===== src/rtl/uart_tx_frame.sv =====
// UART transmitter: start, DATA_W bits LSB first, optional parity (UART_TX_PARITY_EN), STOP_BITS stop bits.
// Latency: line goes low one cycle after the sampled sendBtn rising edge; each bit lasts CLK_DIV cycles.
// Backpressure: none; rising edges while busy are dropped, a launch may coincide with the last stop edge.
module uart_tx_frame #(
  parameter int DATA_W     = 8,
  parameter int CLK_DIV    = 100,
  parameter int STOP_BITS  = 1,
  parameter int PARITY_ODD = 0
) (
  input  logic              clk,
  input  logic              rst_n,
  input  logic              sendBtn,
  input  logic [DATA_W-1:0] data,
  output logic              bsOut,
  output logic              sendSig,
  output logic              frameDone
);

  localparam int BAUD_W = $clog2(CLK_DIV);
  localparam int BIT_W  = $clog2(DATA_W + 1);
  localparam logic [BAUD_W-1:0] LAST_BAUD = BAUD_W'(CLK_DIV - 1);
  localparam logic [BIT_W-1:0]  LAST_DATA = BIT_W'(DATA_W - 1);
  localparam logic [BIT_W-1:0]  LAST_STOP = BIT_W'(STOP_BITS - 1);

  if (DATA_W < 1 || DATA_W > 32) begin : gBadDataW
    $error("uart_tx_frame: DATA_W must be 1..32");
  end
  if (CLK_DIV < 2) begin : gBadClkDiv
    $error("uart_tx_frame: CLK_DIV must be >= 2");
  end
  if (STOP_BITS != 1 && STOP_BITS != 2) begin : gBadStop
    $error("uart_tx_frame: STOP_BITS must be 1 or 2");
  end
  if (PARITY_ODD != 0 && PARITY_ODD != 1) begin : gBadParity
    $error("uart_tx_frame: PARITY_ODD must be 0 or 1");
  end

  typedef enum logic [2:0] {
    IDLE,
    START,
    DATA,
`ifdef UART_TX_PARITY_EN
    PARITY,
`endif
    STOP
  } stateT;

  stateT             state, stateN;
  logic              sendQ;
  logic [BAUD_W-1:0] baudCnt, baudN;
  logic [BIT_W-1:0]  bitCnt, bitN;
  logic [DATA_W-1:0] shiftReg, shiftN;
  logic              bsOutN, sendSigN, frameDoneN;
  logic              launch, tick, capture;
`ifdef UART_TX_PARITY_EN
  logic              parBit, parBitN;
`endif

  assign launch = sendBtn && !sendQ;
  assign tick   = (baudCnt == LAST_BAUD);

  always_ff @(posedge clk or negedge rst_n) begin
    if (!rst_n) begin
      state     <= IDLE;
      sendQ     <= 1'b0;
      baudCnt   <= '0;
      bitCnt    <= '0;
      shiftReg  <= '0;
      bsOut     <= 1'b1;
      sendSig   <= 1'b0;
      frameDone <= 1'b0;
`ifdef UART_TX_PARITY_EN
      parBit    <= 1'b0;
`endif
    end else begin
      state     <= stateN;
      sendQ     <= sendBtn;
      baudCnt   <= baudN;
      bitCnt    <= bitN;
      shiftReg  <= shiftN;
      bsOut     <= bsOutN;
      sendSig   <= sendSigN;
      frameDone <= frameDoneN;
`ifdef UART_TX_PARITY_EN
      parBit    <= parBitN;
`endif
    end
  end

  always_comb begin
    stateN     = state;
    baudN      = baudCnt;
    bitN       = bitCnt;
    shiftN     = shiftReg;
    frameDoneN = 1'b0;
    capture    = 1'b0;
`ifdef UART_TX_PARITY_EN
    parBitN    = parBit;
`endif

    case (state)
      IDLE: begin
        if (launch) begin
          capture = 1'b1;
          stateN  = START;
          baudN   = '0;
          bitN    = '0;
        end
      end
      START: begin
        if (tick) begin
          baudN  = '0;
          bitN   = '0;
          stateN = DATA;
        end else begin
          baudN = baudCnt + BAUD_W'(1);
        end
      end
      DATA: begin
        if (tick) begin
          baudN  = '0;
          shiftN = shiftReg >> 1;
          if (bitCnt == LAST_DATA) begin
            bitN   = '0;
`ifdef UART_TX_PARITY_EN
            stateN = PARITY;
`else
            stateN = STOP;
`endif
          end else begin
            bitN = bitCnt + BIT_W'(1);
          end
        end else begin
          baudN = baudCnt + BAUD_W'(1);
        end
      end
`ifdef UART_TX_PARITY_EN
      PARITY: begin
        if (tick) begin
          baudN  = '0;
          bitN   = '0;
          stateN = STOP;
        end else begin
          baudN = baudCnt + BAUD_W'(1);
        end
      end
`endif
      STOP: begin
        if (tick) begin
          baudN = '0;
          if (bitCnt == LAST_STOP) begin
            // A launch on the final stop edge chains straight into the next start bit.
            frameDoneN = 1'b1;
            bitN       = '0;
            if (launch) begin
              capture = 1'b1;
              stateN  = START;
            end else begin
              stateN = IDLE;
            end
          end else begin
            bitN = bitCnt + BIT_W'(1);
          end
        end else begin
          baudN = baudCnt + BAUD_W'(1);
        end
      end
      default: stateN = IDLE;
    endcase

    if (capture) begin
      shiftN  = data;
`ifdef UART_TX_PARITY_EN
      parBitN = (^data) ^ (PARITY_ODD != 0);
`endif
    end

    case (stateN)
      START:   bsOutN = 1'b0;
      DATA:    bsOutN = shiftN[0];
`ifdef UART_TX_PARITY_EN
      PARITY:  bsOutN = parBitN;
`endif
      default: bsOutN = 1'b1;
    endcase
    sendSigN = (stateN != IDLE);
  end

endmodule

===== config.mk =====
export PLATFORM = sky130hd
export DESIGN_NAME = uart_tx_frame
export DESIGN_NICKNAME = d
export VERILOG_FILES = /design/src/rtl/uart_tx_frame.sv
export SDC_FILE = /design/constraint.sdc
export NUM_CORES = 1
export LEC_CHECK = 0
export BUFFER_PORTS_ARGS = -buffer_cell sky130_fd_sc_hd__buf_2
export CORE_ASPECT_RATIO = 1.5
export CORE_MARGIN = 2
export CORE_UTILIZATION = 40
export DETAILED_ROUTE_END_ITERATION = 10
export PLACE_DENSITY = 0.58
export SKIP_LAST_GASP = 1
export SLEW_MARGIN = 10
export SYNTH_ARGS = -nofsm -noshare
export SYNTH_HDL_FRONTEND = slang
export SYNTH_SLANG_ARGS = --single-unit

===== constraint.sdc =====
create_clock -name clk -period 3.3 [get_ports clk]
set_input_delay 0.825 -clock clk [delete_from_list [all_inputs] [get_ports clk]]
set_output_delay 0.825 -clock clk [all_outputs]
set_load 0.01 [all_outputs]

==> summary.md, run 1 <==
| Metric | Value |
|---|---|
| CTS sink cnt | `26` |
| Unrepaired setup endpoints after global routing | `false` |
| CP Max Fanout | `11` |
| Worst Path Required | `3460 ps` |
| Routability cong. | `0.780` |
| Post-route ant nets | `0` |
| Leak | `0.655 nW` |
| MaxCap Viol Count | `0` |
| Vias per cell | `roughly 5.4` |
| Least-Margin Pin Slew | `567 ps` |
| Post-synth EDFFs | `0` |
| Share of the synthesized area in the top cell type | `48.1%` |
| Critical Path AT | `2570 ps` |
| Top FF cell, synth | `dfrtp_1` |
| Die Span X | `50.5 microns` |
| DRC viols | `0` |
| Met3 wire length | `51 microns` |
| Final Max Tran Viols | `0` |
| Crit Path Class | `reg2reg` |
| Most frequent cells in the layout | `dfrtp_1 (25), buf_2 (13), nand2_1 (11), nor2_1 (9)` |
| Pwr Total | `about 670 uW` |
| Final Net Count | `153` |
| Yosys warnings | `0` |
| Post-synthesis sequential area ratio | `50.1%` |
| Syn Area/Cell | `between 10 and 15 sq um` |
| Met2 WL post-DR | `between 1000 and 1500 microns` |
| Row count | `25` |
| DP HPWL | `1890 microns` |
| Synth unique cells | `44` |
| CORE AREA | `approximately 3100 sq um` |
| Worst hold path class | `reg2reg` |
| H-tree depth | `1` |
| Final setup vio count | `0` |
| DRT iter0 DRCs | `6` |
| Hold Slack | `483 ps` |
| Fillers | `324` |
| Pwr dens | `460 nW/um^2` |
| Root Buffer Master | `clkbuf_8` |
| Number of global-route vias before repair | `~980` |
| Clk_lat worst skew | `270 ps` |
| Final period util | `between 70% and 80%` |
| Total negative slack | `0 ps` |
| DR WL/cell | `14.5 microns` |
| Cts bufs inserted | `3` |
| I/O pins | `14` |
| Syn_nets | `140` |
| Setup crit end kind | `register` |
| Die Height | `roughly 74 microns` |
| Most common cell after layout, fill and taps aside | `dfrtp_1` |
| Maximum vdd drop | `0.000206 V` |
| Pin count of the biggest net entering global routing | `27` |
| Synthesis-to-layout area growth | `11.3%` |
| Starting density of the core | `41.6%` |
| PortBufs | `13` |
| Register area | `652 sq um` |
| Final hold viol count | `0` |
| Cts repair resizes | `0` |
| Metal-1 WL | `1140 microns` |
| Tmin final | `2410 ps` |
| Max-slew headroom | `62.2%` |
| Worst-path clk slew | `80 ps` |
| Setup Fix Bufs, Post-CTS | `0` |
| CTS tree | `yes` |
| Mapped Cells | `126` |
| Largest area contributor in the netlist | `dfrtp_1` |
| Fmax | `between 400 and 500 MHz` |
| Total iterations of the first detailed-routing run | `3` |
| Clk_skew | `8.92 ps` |
| Synth top area cells | `dfrtp_1 (48%), a22o_1 (4.7%), a21o_1 (3.5%)` |
| Share of cells above drive strength 1 | `roughly 16%` |
| DIE AREA | `3730 sq um` |
| Async SR Flop Fraction | `100%` |
| FF+latch count, synth | `26` |
| Total gr overflow | `0` |
| Status | `finished clean` |
| WL final | `roughly 2600 microns` |
| Clock tree buffer depth | `2` |
| Routed vias | `just under 1k` |
| Synthesized area | `1300 sq um` |
| Highest metal used | `met4` |
| Global-route wire length before repair | `4150 microns` |
| Area occupied by multi-input gates | `598 sq um` |
| Initial antenna violation count | `0` |
| Total track usage | `14.8%` |
| # diodes | `0` |
| Hold-fix buffers, CTS | `0` |
| Critical Path Source Type | `register` |
==> power breakdown <==
| group | internal [mW] | switching [mW] | total (mW) |
|---|---|---|---|
| clock network | 0.107 | 0.0980 | 0.205 |
| logic | 0.0373 | 0.0405 | 0.0778 |
| registers | 0.355 | 0.0276 | 0.383 |
| total | 0.499 | 0.166 | 0.665 |
==> cells by family after synthesis <==
kind of cell / Yosys count / share of synthesized area, %
adder cells (fa/ha/maj): 3 / 2.89
XOR/XNOR: 4 / 2.70
buffers and inverters: 12 / 3.85
flip-flops: 26 / 50.1
multiplexers: 3 / 2.31
AND/OR/NAND/NOR: 45 / 19.9
AO/OA/AOI/OAI: 32 / 17.9
other: 1 / 0.288
==> cells in the mapped netlist (all sizes together) (2+ instances only) <==
| master | instances |
|---|---|
| or4b | 2 |
| xnor2 | 3 |
| buf | 2 |
| nor2 | 9 |
| nand3 | 4 |
| ha | 3 |
| mux2i | 3 |
| clkbuf | 3 |
| a22o | 7 |
| o21ai | 7 |
| inv | 7 |
| nor2b | 2 |
| nor4 | 2 |
| o22ai | 2 |
| dfrtp | 25 |
| nor3 | 2 |
| a21o | 6 |
| nand2 | 11 |
| and2 | 2 |
| or2 | 2 |
| nand2b | 4 |
==> final timing paths <==
path	start	endpoint	slack [ps]	depth (start not counted)
worst min register to register	shiftReg[4]	shiftReg[4]	480	1
max in group asynchronous	rst_n	shiftReg[5]	2380	1
worst min-delay path	shiftReg[4]	shiftReg[4]	480	1
worst max-delay path	baudCnt[3]	shiftReg[6]	890	5
worst max register to register	baudCnt[3]	shiftReg[6]	890	5
min in group asynchronous	rst_n	sendSig	530	1
==> final cells by class <==
class	instances	share of cell area, %
Tap cell	40	3.46
Timing Repair Buffer	13	4.50
Clock buffer	4	3.81
Sequential cell	26	45.1
Multi-Input combinational cell	88	41.3
Inverter	7	1.82
==> routing by layer <==
metal | global-route usage [%] | vias up
li1 | - | 470
met1 | 16.4 | 472
met2 | 26.0 | 14
met3 | 2.03 | 6
met4 | 9.61 | 0
met5 | 0 | -
==> flip-flops by register name (all words and copies together), names as in the netlist <==
signal     flops
shiftReg       8
baudCnt        7
bitCnt         4
state          3
bsOut          1
frameDone      1
sendQ          1
sendSig        1
==> stage by stage <==
stage	setup WS (ps)	util, %	cell area, sq um	instances
floorplan	1220	-	1300	126
global placement	908	44.5	1390	174
detailed placement	913	44.5	1390	174
CTS	893	46.2	1450	178
global route	788	46.2	1450	178
finish	890	46.2	1450	178
==> critical path, stage by stage, from the launching register on <==
cell	delay, ps
dfrtp_1	420
or4b_1	700
and4bb_2	380
o21a_1	380
nor2_1	200
a21o_1	230
No activity file was read; power rests on OpenSTA's default activity.
==> run 2: changes to the inputs <==
clock period = 2.45 ns   (was 3.3 ns; I/O delays follow)
==> run 2 against run 1 <==
Final cell count is 1.1% higher. Critical endpoint is now shiftReg[2]. Non-clock buffer count is 2 higher. Largest cell class unchanged. Critical path type unchanged. Design area is 1.0% higher.
==> summary.md, run 2 (synthesized netlist as in run 1, its figures left out) <==
| Metric | Value |
|---|---|
| Status | `finished clean` |
| Setup crit end kind | `register` |
| Row count | `25 (unchanged)` |
| CORE AREA | `3130 sq um (unchanged)` |
| Tmin final | `2250 ps (-159 ps)` |
| Least-Margin Pin Slew | `570 ps (+3.23 ps)` |
| Setup crit start | `baudCnt[3]` |
| Final period util | `91.9% (+19 points)` |
| Fmax | `444 MHz (+7.1%)` |
| Setup Fix Bufs, Post-CTS | `0 (unchanged)` |
| CTS sink cnt | `26 (unchanged)` |
| Die Height | `73.8 microns (unchanged)` |
| Max-slew headroom | `62.0% (-0.22 points)` |
| Pwr dens | `616 nW/um^2 (+34%)` |
| Die Span X | `50.5 microns (unchanged)` |
| Routability cong. | `0.890 (+14%)` |
| Fillers | `319 (-1.5%)` |
| Vias per cell | `5.34 (-1.2%)` |
| Number of global-route vias before repair | `996 (+1.8%)` |
| Worst Path Required | `2620 ps (-840 ps)` |
| Post-route ant nets | `0 (unchanged)` |
| Final hold viol count | `0 (unchanged)` |
| Final Max Tran Viols | `0 (unchanged)` |
| DP HPWL | `1930 microns (+2.1%)` |
| DRT iter0 DRCs | `17 (+11)` |
| CTS tree | `yes` |
| H-tree depth | `1 (unchanged)` |
| Cts repair resizes | `0 (unchanged)` |
| Hold-fix buffers, CTS | `0 (unchanged)` |
| CP Max Fanout | `8 (-3)` |
| R2r setup slk | `200 ps (-690 ps)` |
| Comb power frac | `11.9% (+0.2 points)` |
| MaxCap Viol Count | `0 (unchanged)` |
| R2R cell count | `5 (unchanged)` |
| Dpl cells | `176 (+1.1%)` |
| Leak | `0.665 nW (+1.6%)` |
| Max FFs per register | `8 (unchanged)` |
| Total iterations of the first detailed-routing run | `4 (+1)` |
| Share of cells above drive strength 1 | `17.1% (+1.2 points)` |
| Total gr overflow | `0 (unchanged)` |
| Clk_lat worst skew | `280 ps (about the same)` |
| Worst-path clk slew | `90 ps (about the same)` |
| Pre-CTS WS | `238 ps (-675 ps)` |
| Initial antenna violation count | `0 (unchanged)` |
| Unrepaired setup endpoints after global routing | `false` |
| Setup ws final | `199 ps (-691 ps)` |
| Clock tree buffer depth | `2 (unchanged)` |
| Clk_skew | `6.39 ps (-2.53 ps)` |
| DR WL/cell | `14.1 microns (-2.3%)` |
| Final Net Count | `155 (+1.3%)` |
| Switch Pwr | `227 uW (+37%)` |
| DRC viols | `0 (unchanged)` |
| Crit Path Class | `reg2reg` |
| Sw Share | `25.2% (+0.25 points)` |
| Global-route wire length before repair | `4420 microns (+6.3%)` |
| WL final | `2540 microns (-1.2%)` |
| Biggest regs | `shiftReg (8), baudCnt (7), bitCnt (4)` |
| Most common cell after layout, fill and taps aside | `dfrtp_1` |
| Flop pwr share | `57.2% (-0.4 points)` |
| Routed vias | `961 (-0.10%)` |
| Cts bufs inserted | `3 (unchanged)` |
| R2R Path End | `shiftReg[2]` |
| Top reg by flops | `shiftReg` |
| Critical Path Source Type | `register` |
| Area occupied by multi-input gates | `598 sq um (unchanged)` |
| Root Buffer Master | `clkbuf_8` |
| DIE AREA | `3730 sq um (unchanged)` |
| Register area | `652 sq um (unchanged)` |
| # diodes | `0 (unchanged)` |
| Total track usage | `16.0% (+1.3 points)` |
| Total negative slack | `0 ps (unchanged)` |
| I/O pins | `14 (unchanged)` |
| Post-Layout Cell Count | `180 (+1.1%)` |
| Clock network power share | `30.8% (about the same)` |
| Worst hold path class | `in2async` |
| Final setup vio count | `0 (unchanged)` |
| Most frequent cells in the layout | `dfrtp_1 (25), buf_2 (13), nand2_1 (11), nor2_1 (9)` |
| Maximum vdd drop | `0.000299 V (+45%)` |
| Cell-internal power | `673 uW (+35%)` |
| RR Startpoint | `baudCnt[3]` |
| Synthesis-to-layout area growth | `12.4%` |
| Critical Path AT | `2420 ps (-150 ps)` |
| Starting density of the core | `41.6% (unchanged)` |
| PortBufs | `13 (unchanged)` |
| Pin count of the biggest net entering global routing | `27 (unchanged)` |
==> run 2: routing by layer <==
| layer | vias up | global-route usage [%] | wire, microns |
|---|---|---|---|
| met5 | - | 0 | 0 |
| met4 | 0 | 9.91 | 80 |
| met3 | 7 | 2.03 | 74 |
| met2 | 20 | 29.1 | 1350 |
| met1 | 461 | 17.4 | 1030 |
| li1 | 473 | - | - |
==> run 2: area by class of cell <==
class	count	area share, %
multi-input cells	88	40.9
clock buffers	4	3.77
flip-flops and latches	26	44.6
repair buffers	15	5.48
inverters	7	1.80
well taps	40	3.42
==> run 2: how the worst max path moves through the flow <==
stage / endpoint / slack (ps) / depth (start not counted)
after floorplan: shiftReg[1] / 440 / 7
after global placement: sendSig / 280 / 5
after detailed placement: shiftReg[2] / 240 / 5
after CTS: shiftReg[2] / 220 / 5
after global routing: shiftReg[2] / 90 / 5
final: shiftReg[2] / 200 / 5
==> run 2: metrics by stage <==
step	total power, mW	cell area [sq um]	hold slack (ps)	util [%]
final	0.900	1460	326	46.7
after global routing	0.950	1460	366	46.7
after CTS	0.913	1460	347	46.7
after detailed placement	0.633	1410	471	45.0
after global placement	0.627	1410	465	45.0
after floorplan	0.589	1300	317	-
==> run 2: critical path, stage by stage (launching register included) <==
cell,delay (ps)
dfrtp_1,420
or4b_1,690
and4bb_2,380
o21a_1,280
nor2_1,170
a21o_1,200
==> run 2: power groups by stage <==
stage / sequential, mW / clock [mW] / combinational, mW
after floorplan: 0.512 / 0 / 0.0770
after global placement: 0.523 / 0 / 0.104
after detailed placement: 0.523 / 0 / 0.110
after CTS: 0.515 / 0.287 / 0.111
after global routing: 0.524 / 0.302 / 0.124
final: 0.515 / 0.277 / 0.108
==> run 3: changes to the inputs <==
ABC_AREA = 1   (was unset)
RECOVER_POWER = 25   (was unset)
==> run 3 against run 2 <==
Clock power up 31%. Clock skew fell by 3.0 ps. Final cell count up 24%. Non-clock buffer count fell by 2. Worst setup slack gained 630 ps. Clock-buffer cell count decreased by 1. Synthesized cell count up 32%. Total power grew 15%. Highest routed layer unchanged.
==> summary.md, run 3 <==
| Metric | Value |
|---|---|
| Leak | `0.797 nW (+20%)` |
| Syn_nets | `180 (+29%)` |
| Row count | `26 (+4.0%)` |
| Hold Slack | `462 ps (+136 ps)` |
| Synth unique cells | `27 (-39%)` |
| DP HPWL | `2150 microns (+12%)` |
| Worst Hold End | `sendQ` |
| PortBufs | `13 (unchanged)` |
| Pin count of the biggest net entering global routing | `27 (unchanged)` |
| Clock tree buffer depth | `2 (unchanged)` |
| Most frequent cells in the layout | `nand2_1 (46), dfrtp_1 (25), inv_1 (18), nand3_1 (11), buf_2 (11)` |
| Final period util | `66.4% (-26 points)` |
| Met2 WL post-DR | `1470 microns (+8.5%)` |
| R2R cell count | `10 (+5)` |
| Cts bufs inserted | `3 (unchanged)` |
| Clk_skew | `3.38 ps (-3.01 ps)` |
| Die Height | `75.5 microns (+2.3%)` |
| Crit-path cells | `ha_1 -> nand2_2 -> nor2_8 -> nand3_2 -> nand2_2 -> inv_1 -> nand2_1 -> nand2_2 -> nand3_1 -> nand2_1` |
| Critical Path Source Type | `register` |
| Worst-path clk slew | `90 ps (about the same)` |
| Number of global-route vias before repair | `1207 (+21%)` |
| CTS sink cnt | `26 (unchanged)` |
| Synthesized area | `1370 sq um (+5.0%)` |
| Synth top area cells | `dfrtp_1 (46%), nand2_1 (13%), inv_1 (4.9%)` |
| Total gr overflow | `0 (unchanged)` |
| Highest metal used | `met4` |
| Share of cells above drive strength 1 | `19.8% (+2.6 points)` |
| Vias per cell | `4.96 (-7.0%)` |
| I/O pins | `14 (unchanged)` |
| Pwr dens | `675 nW/um^2 (+9.6%)` |
| Most frequent cell after synthesis | `nand2_1` |
| DIE AREA | `3910 sq um (+4.7%)` |
| CORE AREA | `3350 sq um (+7.1%)` |
| Max FFs per register | `8 (unchanged)` |
| DR WL/cell | `12.5 microns (-11%)` |
| Final Max Tran Viols | `0 (unchanged)` |
| Critical Path AT | `1840 ps (-580 ps)` |
| Top FF cell, synth | `dfrtp_1` |
| Root Buffer Master | `clkbuf_8` |
| Final Net Count | `197 (+27%)` |
| Pre-CTS WS | `806 ps (+568 ps)` |
| R2R Path End | `bsOut` |
| Total iterations of the first detailed-routing run | `4 (unchanged)` |
| Total track usage | `17.8% (+1.8 points)` |
| Dpl cells | `220 (+25%)` |
| Worst Hold Launch | `sendBtn` |
| Clk_lat worst skew | `280 ps (about the same)` |
| Metal-1 WL | `1120 microns (+8.4%)` |
| Worst Path Required | `2670 ps (+50 ps)` |
| Tmin final | `1630 ps (-625 ps)` |
| Top reg by flops | `shiftReg` |
| RR Startpoint | `baudCnt[0]` |
| Async SR Flop Fraction | `100% (unchanged)` |
| Synthesis-to-layout area growth | `12.8%` |
| WHS Path Cells | `1` |
| DRT iter0 DRCs | `28 (+11)` |
| Slowest CP cell | `dfrtp_1` |
| Fmax | `615 MHz (+38%)` |
| Yosys warnings | `0 (unchanged)` |
| Post-synthesis sequential area ratio | `47.8% (-2.4 points)` |
| Initial antenna violation count | `0 (unchanged)` |
| R2r setup slk | `820 ps (+630 ps)` |
| MaxCap Viol Count | `0 (unchanged)` |
| FF+latch count, synth | `26 (unchanged)` |
| Unrepaired setup endpoints after global routing | `false` |
| Post-synth EDFFs | `0 (unchanged)` |
| Met3 wire length | `83 microns (+12%)` |
| Post-route ant nets | `0 (unchanged)` |
| Total negative slack | `0 ps (unchanged)` |
| Layout Utilization | `46.0% (-0.75 points)` |
| H-tree depth | `1 (unchanged)` |
| Global-route wire length before repair | `5090 microns (+15%)` |
| Setup crit end kind | `register` |
| Max-slew headroom | `7.88% (-54 points)` |
| Maximum vdd drop | `0.000345 V (+16%)` |
| Slowest stage delay, CP | `400 ps (-290 ps)` |
| CP most frequent cell | `nand2_2` |
| Crit Path Class | `reg2reg` |
| Cts repair resizes | `0 (unchanged)` |
| Worst hold path class | `in2reg` |
| Largest area contributor in the netlist | `dfrtp_1` |
| Final setup vio count | `0 (unchanged)` |
| Post-Layout Cell Count | `224 (+24%)` |
| Starting density of the core | `40.7% (-0.82 points)` |
| Mapped Cells | `166 (+32%)` |
| Share of the synthesized area in the top cell type | `45.8% (-2.3 points)` |
| Hold-fix buffers, CTS | `0 (unchanged)` |
| Status | `finished clean` |
| Syn Area/Cell | `8.22 sq um (-20%)` |
| Die Span X | `51.7 microns (+2.3%)` |
| # diodes | `0 (unchanged)` |
| Most frequent cells after synthesis | `nand2_1 (46), dfrtp_1 (25), inv_1 (18)` |
| Most common cell after layout, fill and taps aside | `nand2_1` |
| Setup Fix Bufs, Post-CTS | `0 (unchanged)` |
| Routability cong. | `0.896 (+0.65%)` |
| DRC viols | `0 (unchanged)` |
| Setup ws final | `824 ps (+625 ps)` |
| Biggest regs | `shiftReg (8), baudCnt (7), bitCnt (4)` |
| Least-Margin Pin Slew | `1380 ps (+812 ps)` |
| CTS tree | `yes` |
| WL final | `2800 microns (+10%)` |
| Routed vias | `1112 (+16%)` |
| CP Max Fanout | `11 (+3)` |
| Final hold viol count | `0 (unchanged)` |
[run 3: critical path, delay by kind of cell, from the launching register on]
kind	cells	cell delay, ps
adders and majority gates	1	260
and+or+nand+nor	8	830
DFF	1	400
buffers and inverters	1	70
[run 3: worst max-delay path by stage]
stage	from	slack (ps)	cells past startpoint	end
floorplan	baudCnt[0]	1060	10	bsOut
global placement	sendBtn	820	10	bsOut
detailed placement	sendBtn	810	10	bsOut
CTS	baudCnt[0]	810	10	bsOut
global route	baudCnt[0]	630	9	bitCnt[0]
finish	baudCnt[0]	820	10	bsOut
[run 3: kinds of logic after synthesis]
kind of cell	count (synthesis)	synth area share, %
XOR/XNOR	2	1.28
adder cells (fa/ha/maj)	3	2.75
other	1	0.275
AND/OR/NAND/NOR	85	30.2
AO/OA/AOI/OAI	23	10.1
buffers and inverters	26	7.70
flip-flops	26	47.8
[run 3: final cells by class]
| class | instances | area [sq um] |
|---|---|---|
| clock buffers | 3 | 41.3 |
| clock inverters | 1 | 30.0 |
| inverters | 25 | 93.8 |
| multi-input cells | 114 | 608 |
| fillers | 341 | 1810 |
| flip-flops and latches | 26 | 652 |
| repair buffers | 13 | 62.6 |
| well taps | 42 | 52.6 |
[run 3: metrics by stage]
step                      cell area [sq um]  power (mW)
after floorplan                        1370       0.638
after global placement                 1470       0.682
after detailed placement               1470       0.690
after CTS                              1540        1.05
after global routing                   1540        1.10
final                                  1540        1.04
[run 3: power breakdown]
group | leakage (nW) | switching, mW | internal [mW]
clock network | 0.0357 | 0.143 | 0.219
logic | 0.424 | 0.0916 | 0.0589
registers | 0.338 | 0.0435 | 0.484
[run 3: layer usage]
layer	track usage [%]	vias up
li1	-	559
met1	18.5	516
met2	32.3	25
met3	2.75	12
met4	12.9	0
met5	0	-
